===== config.mk =====
export PLATFORM = sky130hd
export DESIGN_NAME = delay_probe
export DESIGN_NICKNAME = d
export VERILOG_FILES = /design/src/rtl/delay_probe_pkg.sv /design/src/rtl/delay_probe.sv
export SDC_FILE = /design/constraint.sdc
export NUM_CORES = 1
export LEC_CHECK = 0
export ABC_CLOCK_PERIOD_IN_PS = 2050
export CAP_MARGIN = 20
export CORE_ASPECT_RATIO = 0.8
export CORE_MARGIN = 2
export CORE_UTILIZATION = 30
export DETAILED_ROUTE_END_ITERATION = 8
export PLACE_DENSITY = 0.66
export SLEW_MARGIN = 20
export SYNTH_ARGS = -nofsm -noshare
export SYNTH_HDL_FRONTEND = slang
export SYNTH_SLANG_ARGS = --single-unit

===== constraint.sdc =====
create_clock -name clk -period 2.05 [get_ports clk]
set_clock_uncertainty 0.1 [all_clocks]
set_input_delay 0.3075 -clock clk [delete_from_list [all_inputs] [get_ports clk]]
set_output_delay 0.3075 -clock clk [all_outputs]
set_load 0.005 [all_outputs]

===== src/rtl/delay_probe_pkg.sv =====
// Shared types and defaults for the delay_probe measurement block.
// Holds the FSM state encoding, default marker/timeout values and a counter-width helper.
package delay_probe_pkg;

  typedef enum logic [2:0] {
    IDLE,
    FLUSH,
    SEND,
    WAIT,
    REPORT
  } state_e;

  localparam logic [7:0]  DEFAULT_PATTERN  = 8'hA5;
  localparam int unsigned DEFAULT_MAX_WAIT = 15;

  // Bits needed to hold values 0..maxCount without wrapping
  function automatic int unsigned cntWidth(input int unsigned maxCount);
    return (maxCount < 2) ? 1 : $clog2(maxCount + 1);
  endfunction

endpackage


===== src/rtl/delay_probe.sv =====
// Measures the latency of an external delay line by injecting a marker
// and counting edges until it returns on echo_in.
module delay_probe
  import delay_probe_pkg::*;
#(
  parameter logic [7:0]  PATTERN  = DEFAULT_PATTERN,
  parameter int unsigned MAX_WAIT = DEFAULT_MAX_WAIT
) (
  input  logic       clk,
  input  logic       reset,
  input  logic       start,
  output logic [7:0] probe_out,
  input  logic [7:0] echo_in,
  output logic       busy,
  output logic       done,
  output logic [7:0] delay,
  output logic       timeout
);

  localparam int unsigned         CNT_W   = cntWidth(MAX_WAIT + 1);
  localparam logic [CNT_W-1:0]    LAST    = MAX_WAIT[CNT_W-1:0];
  localparam logic [CNT_W-1:0]    CNT_ONE = {{(CNT_W-1){1'b0}}, 1'b1};

  state_e           state_q;
  logic [CNT_W-1:0] cnt_q;
  logic [7:0]       probe_q;
  logic             busy_q;
  logic             done_q;
  logic [7:0]       delay_q;
  logic             timeout_q;

  // cnt_q in SEND/WAIT holds E-1, so a match records cnt_q directly as the delay
  always_ff @(posedge clk) begin
    if (reset) begin
      state_q   <= IDLE;
      cnt_q     <= '0;
      probe_q   <= '0;
      busy_q    <= 1'b0;
      done_q    <= 1'b0;
      delay_q   <= '0;
      timeout_q <= 1'b0;
    end else begin
      done_q  <= 1'b0;
      probe_q <= '0;
      unique case (state_q)
        IDLE: begin
          if (start) begin
            state_q <= FLUSH;
            cnt_q   <= '0;
            busy_q  <= 1'b1;
          end
        end
        FLUSH: begin
          if (cnt_q == LAST) begin
            state_q <= SEND;
            cnt_q   <= '0;
            probe_q <= PATTERN;
          end else begin
            cnt_q <= cnt_q + CNT_ONE;
          end
        end
        SEND, WAIT: begin
          if (echo_in == PATTERN) begin
            state_q   <= REPORT;
            delay_q   <= 8'(cnt_q);
            timeout_q <= 1'b0;
            done_q    <= 1'b1;
          end else if (cnt_q == LAST) begin
            state_q   <= REPORT;
            delay_q   <= 8'hFF;
            timeout_q <= 1'b1;
            done_q    <= 1'b1;
          end else begin
            state_q <= WAIT;
            cnt_q   <= cnt_q + CNT_ONE;
          end
        end
        REPORT: begin
          state_q <= IDLE;
          busy_q  <= 1'b0;
        end
        default: state_q <= IDLE;
      endcase
    end
  end

  assign probe_out = probe_q;
  assign busy      = busy_q;
  assign done      = done_q;
  assign delay     = delay_q;
  assign timeout   = timeout_q;

endmodule

==> impl_table.tex, run 1 <==
\begin{tabular}{lr}
\hline
Metric & Value \\
\hline
\multicolumn{2}{l}{\textbf{Global routing}} \\
Vias in the first global route & approximately 670 \\
M2 GR Usage & $\sim$17\% \\
Global route total overflow & 0 \\
Met3 routing resource usage after global routing & between 3 and 4\% \\
Total Routing Usage GR & 11.9\% \\
Busiest layer in global routing & met2 \\
Global routing met1 resource utilization & around 16\% \\
Antenna violations before repair & 0 \\
First-pass GRT wire length & roughly 3300 um \\
Maximum number of pins on one net before global-route repair & 12 \\
\multicolumn{2}{l}{\textbf{CTS}} \\
Clock tree root driver cell & sky130\_fd\_sc\_hd\_\_clkbuf\_8 \\
Number of hold buffers added after cts & 0 \\
Sinks on the clock net & 17 \\
Post-CTS Resized & 0 \\
Clk slew on worst S/H paths & $\sim$0.070 ns \\
Setup repair bufs after CTS & 0 \\
Buffer depth of the longest clock path & 2 \\
Deepest level of the CTS H-tree & 1 \\
Total clock buffers created by CTS & 3 \\
Clock latency of the later-clocked register in the worst-skew pair & around 0.25 ns \\
CTS tree & done \\
\multicolumn{2}{l}{\textbf{Detailed routing}} \\
DR iter-0 viols & 37 \\
Routed vias & around 790 \\
Final routed wire length divided by cell count & 13.1 um \\
Antenna violation net count after detailed routing & 0 \\
Iteration count of the initial detailed-routing pass & 4 \\
Number of vias per cell & 5.04 \\
Post-Route WL & approximately 2000 um \\
Remaining DRCs & 0 \\
\multicolumn{2}{l}{\textbf{Timing}} \\
RSZ-0062 raised after global routing & no \\
Number of pins exceeding their max-slew limit in the final report & 0 \\
Slew Limit Headroom & approximately 63\% \\
Crit path time final & approximately 1.9 ns \\
Final setup violation count & 0 \\
Fin Hold WS & around 0.43 ns \\
Total negative slack for setup checks & 0 ns \\
Fraction of the cycle the final worst path needs & 91.3\% \\
Final hold violations & 0 \\
Fmax & approximately 530 MHz \\
Slew of the pin with the lowest slew margin & 0.561 ns \\
\multicolumn{2}{l}{\textbf{Setup path}} \\
Kind of end point of the critical path & flop \\
Setup slack of the worst register-to-register path & 0.18 ns \\
Data arrival time of the critical path & slightly below 2 ns \\
FF-to-FF Start & cnt\_q[0]\$\_SDFFE\_PP0P\_ \\
Critical-path maximum fanout & 8 \\
FF-to-FF path depth & 7 \\
Critical Path Start Type & flop \\
Required time of the critical path & about 2.1 ns \\
Worst r2r dst & cnt\_q[1]\$\_SDFFE\_PP0P\_ \\
Kind of critical path & reg -> reg \\
\multicolumn{2}{l}{\textbf{Final layout}} \\
Final cell area excluding filler cells & 1250 um\^{}2 \\
Area overhead of the layout relative to synthesis & 30.4\% \\
Layout Utilization & 40.7\% \\
Share of layout cells above drive strength 1 & approximately 17\% \\
Number of nets at the end of the flow & around 130 \\
Antenna diodes & 0 \\
\multicolumn{2}{l}{\textbf{Power and ir drop}} \\
Worst-case vdd ir drop & roughly 0.23 mV \\
Sequential group share of total power & a little over half \\
Power share of the clock group & about two fifths \\
Net switching power & $\sim$0.00015 W \\
Switching Fraction & between 20 and 25\% \\
Combinational share of power & around a tenth \\
Total power divided by cell area & between 500 and 600 nW/um\^{}2 \\
Static Leakage & approximately 0.44 nW \\
P\_int & $\sim$0.00051 W \\
\multicolumn{2}{l}{\textbf{Yosys}} \\
Share of synthesized registers carrying an async set or reset & 0\% \\
Count of synthesis-stage warnings from yosys & 0 \\
Count of flip-flops with a built-in enable after synthesis & 0 \\
Netlist Area Pre-Place & $\sim$960 um\^{}2 \\
Most used flip-flop cell after synthesis & sky130\_fd\_sc\_hd\_\_dfxtp\_1 \\
Cells after synthesis & 94 \\
Mean instance size in the synthesized netlist & 10.2 um\^{}2 \\
Number of library cell types mapped by synthesis & 37 \\
Share of the yosys chip area belonging to registers & roughly 36\% \\
Synth Register Bits & 17 \\
\multicolumn{2}{l}{\textbf{Die}} \\
Die outline height & approximately 54 um \\
Width of the die & between 60 and 70 um \\
Number of primary I/O pins & 30 \\
Num rows & 18 \\
Std-Cell Core Area & roughly 3100 um\^{}2 \\
Starting density of the core & a little under a third \\
Area of the die & 3660 um\^{}2 \\
\multicolumn{2}{l}{\textbf{Worst hold path}} \\
Worst min-delay path startpoint & delay[2]\$\_SDFFE\_PP0P\_ \\
Worst min-delay path class & reg -> reg \\
End point of the most critical hold path & delay[2]\$\_SDFFE\_PP0P\_ \\
Cell depth of the worst hold path & 1 \\
\multicolumn{2}{l}{\textbf{Placement}} \\
Final HPWL from detailed placement & between 1500 and 2000 um \\
Routability-driven placement congestion ratio & 0.865 \\
Post-placement cell area & around 1200 um\^{}2 \\
Port Buffer Count & 25 \\
\multicolumn{2}{l}{\textbf{Outcome}} \\
Result of the run & completed \\
\multicolumn{2}{l}{\textbf{Flow run}} \\
Total of max-cap violations & 0 \\
\hline
\end{tabular}
worst max path at each step:
stage,startpoint,end,cells after the start
5_1_grt,cnt_q[0]$_SDFFE_PP0P_,cnt_q[4]$_SDFFE_PP0P_,8
3_5_place_dp,cnt_q[0]$_SDFFE_PP0P_,cnt_q[2]$_SDFFE_PP0P_,8
2_1_floorplan,cnt_q[0]$_SDFFE_PP0P_,state_q[1]$_SDFFE_PP0P_,7
4_1_cts,cnt_q[0]$_SDFFE_PP0P_,cnt_q[2]$_SDFFE_PP0P_,8
6_report,cnt_q[0]$_SDFFE_PP0P_,cnt_q[1]$_SDFFE_PP0P_,7
3_3_place_gp,cnt_q[0]$_SDFFE_PP0P_,state_q[1]$_SDFFE_PP0P_,7
logic make-up (layout without fill, tap and decap cells):
family | count (synthesis) | count (layout) | synth area share, %
AO/OA/AOI/OAI | 31 | 31 | 25.9
adder cells (fa/ha/maj) | 3 | 3 | 3.93
buffers and inverters | 18 | 37 | 12.6
flip-flops | 17 | 17 | 35.6
other | 1 | 4 | 0.392
AND/OR/NAND/NOR | 24 | 24 | 21.6
state kept, by name, summed over array words and instances (netlist names):
signal and flops:
cnt_q 5, done 1, busy 1, state_q 3
delay 6, probe_out 1
Yosys cell counts, types with 2 or more instances:
library cell                number  area share (%)
sky130_fd_sc_hd__and3_1          2             1.3
sky130_fd_sc_hd__a21oi_1         5             2.6
sky130_fd_sc_hd__o211ai_1        2             1.6
sky130_fd_sc_hd__a211oi_1        2             1.6
sky130_fd_sc_hd__nor2_1          3             1.2
sky130_fd_sc_hd__nor3_4          2             3.4
sky130_fd_sc_hd__inv_1           5             2.0
sky130_fd_sc_hd__nand2_1         3             1.2
sky130_fd_sc_hd__buf_4          10             7.9
sky130_fd_sc_hd__dfxtp_1        17              36
sky130_fd_sc_hd__nand3_1         4             2.1
sky130_fd_sc_hd__a31oi_1         3             2.0
sky130_fd_sc_hd__ha_1            3             3.9
sky130_fd_sc_hd__o21ai_0         5             2.6
sky130_fd_sc_hd__nand4bb_4       2             5.8
sky130_fd_sc_hd__o221a_2         5             5.9
cell type report:
| type | instances | area (um^2) |
|---|---|---|
| Clock buffer | 4 | 45.0 |
| Fill cell | 304 | 1820 |
| Inverter | 6 | 36.3 |
| Multi-Input combinational cell | 62 | 509 |
| Sequential cell | 17 | 340 |
| Tap cell | 40 | 50.0 |
| Timing Repair Buffer | 27 | 265 |
worst max-delay path: stages (launching register included):
cell and delay [ns]:
sky130_fd_sc_hd__dfxtp_1 0.35, sky130_fd_sc_hd__ha_1 0.24, sky130_fd_sc_hd__nand3_1 0.11, sky130_fd_sc_hd__inv_1 0.05, sky130_fd_sc_hd__ha_2 0.21, sky130_fd_sc_hd__a211o_1 0.38, sky130_fd_sc_hd__nand4bb_1 0.22, sky130_fd_sc_hd__a21oi_1 0.15
power groups by stage:
stage | registers, W | clock network, W | logic, W
2_1_floorplan | 0.000347 | 0 | 0.0000349
3_3_place_gp | 0.000348 | 0 | 0.0000601
3_5_place_dp | 0.000348 | 0 | 0.0000611
4_1_cts | 0.000341 | 0.000265 | 0.0000616
5_1_grt | 0.000341 | 0.000281 | 0.0000661
6_report | 0.000341 | 0.000252 | 0.0000611
metrics by stage:
stage               std cells  worst slack [ns]  power, W
floorplan                  97             0.277  0.000382
finish                    156             0.178  0.000654
global placement          152             0.173  0.000408
global route              156            0.0484  0.000688
detailed placement        152             0.107  0.000410
CTS                       156            0.0907  0.000667
metal layers:
metal	share of wire, %	vias to the layer above
met4	1.2	0
li1	-	383
met5	0	-
met3	9.0	4
met2	42	40
met1	47	360
cell usage in the layout (no fill, tap or decap), types with 4 or more instances in the layout:
cell	synthesis	layout
sky130_fd_sc_hd__o221a_2	5	5
sky130_fd_sc_hd__inv_1	5	5
sky130_fd_sc_hd__clkdlybuf4s50_1	0	25
sky130_fd_sc_hd__o21ai_0	5	5
sky130_fd_sc_hd__a21oi_1	5	5
sky130_fd_sc_hd__nand3_1	4	4
sky130_fd_sc_hd__dfxtp_1	17	17
sky130_fd_sc_hd__conb_1	1	4
(Power assumes the default switching activity.)
==> run 2: changes to the inputs <==
--- a/config.mk
+++ b/config.mk
@@ -11,6 +11,7 @@
 export CORE_MARGIN = 2
 export CORE_UTILIZATION = 30
 export DETAILED_ROUTE_END_ITERATION = 8
+export GPL_ROUTABILITY_DRIVEN = 0
 export PLACE_DENSITY = 0.66
 export SLEW_MARGIN = 20
 export SYNTH_ARGS = -nofsm -noshare
==> results of run 2 <==
No change in the layout: final DEF, timing and power equal those of run 1.
==> run 3: changes to the inputs <==
--- a/config.mk
+++ b/config.mk
@@ -6,7 +6,6 @@
 export NUM_CORES = 1
 export LEC_CHECK = 0
 export ABC_CLOCK_PERIOD_IN_PS = 2050
-export CAP_MARGIN = 20
 export CORE_ASPECT_RATIO = 0.8
 export CORE_MARGIN = 2
 export CORE_UTILIZATION = 30
==> results of run 3 <==
No change in the layout: final DEF, timing and power equal those of run 1.
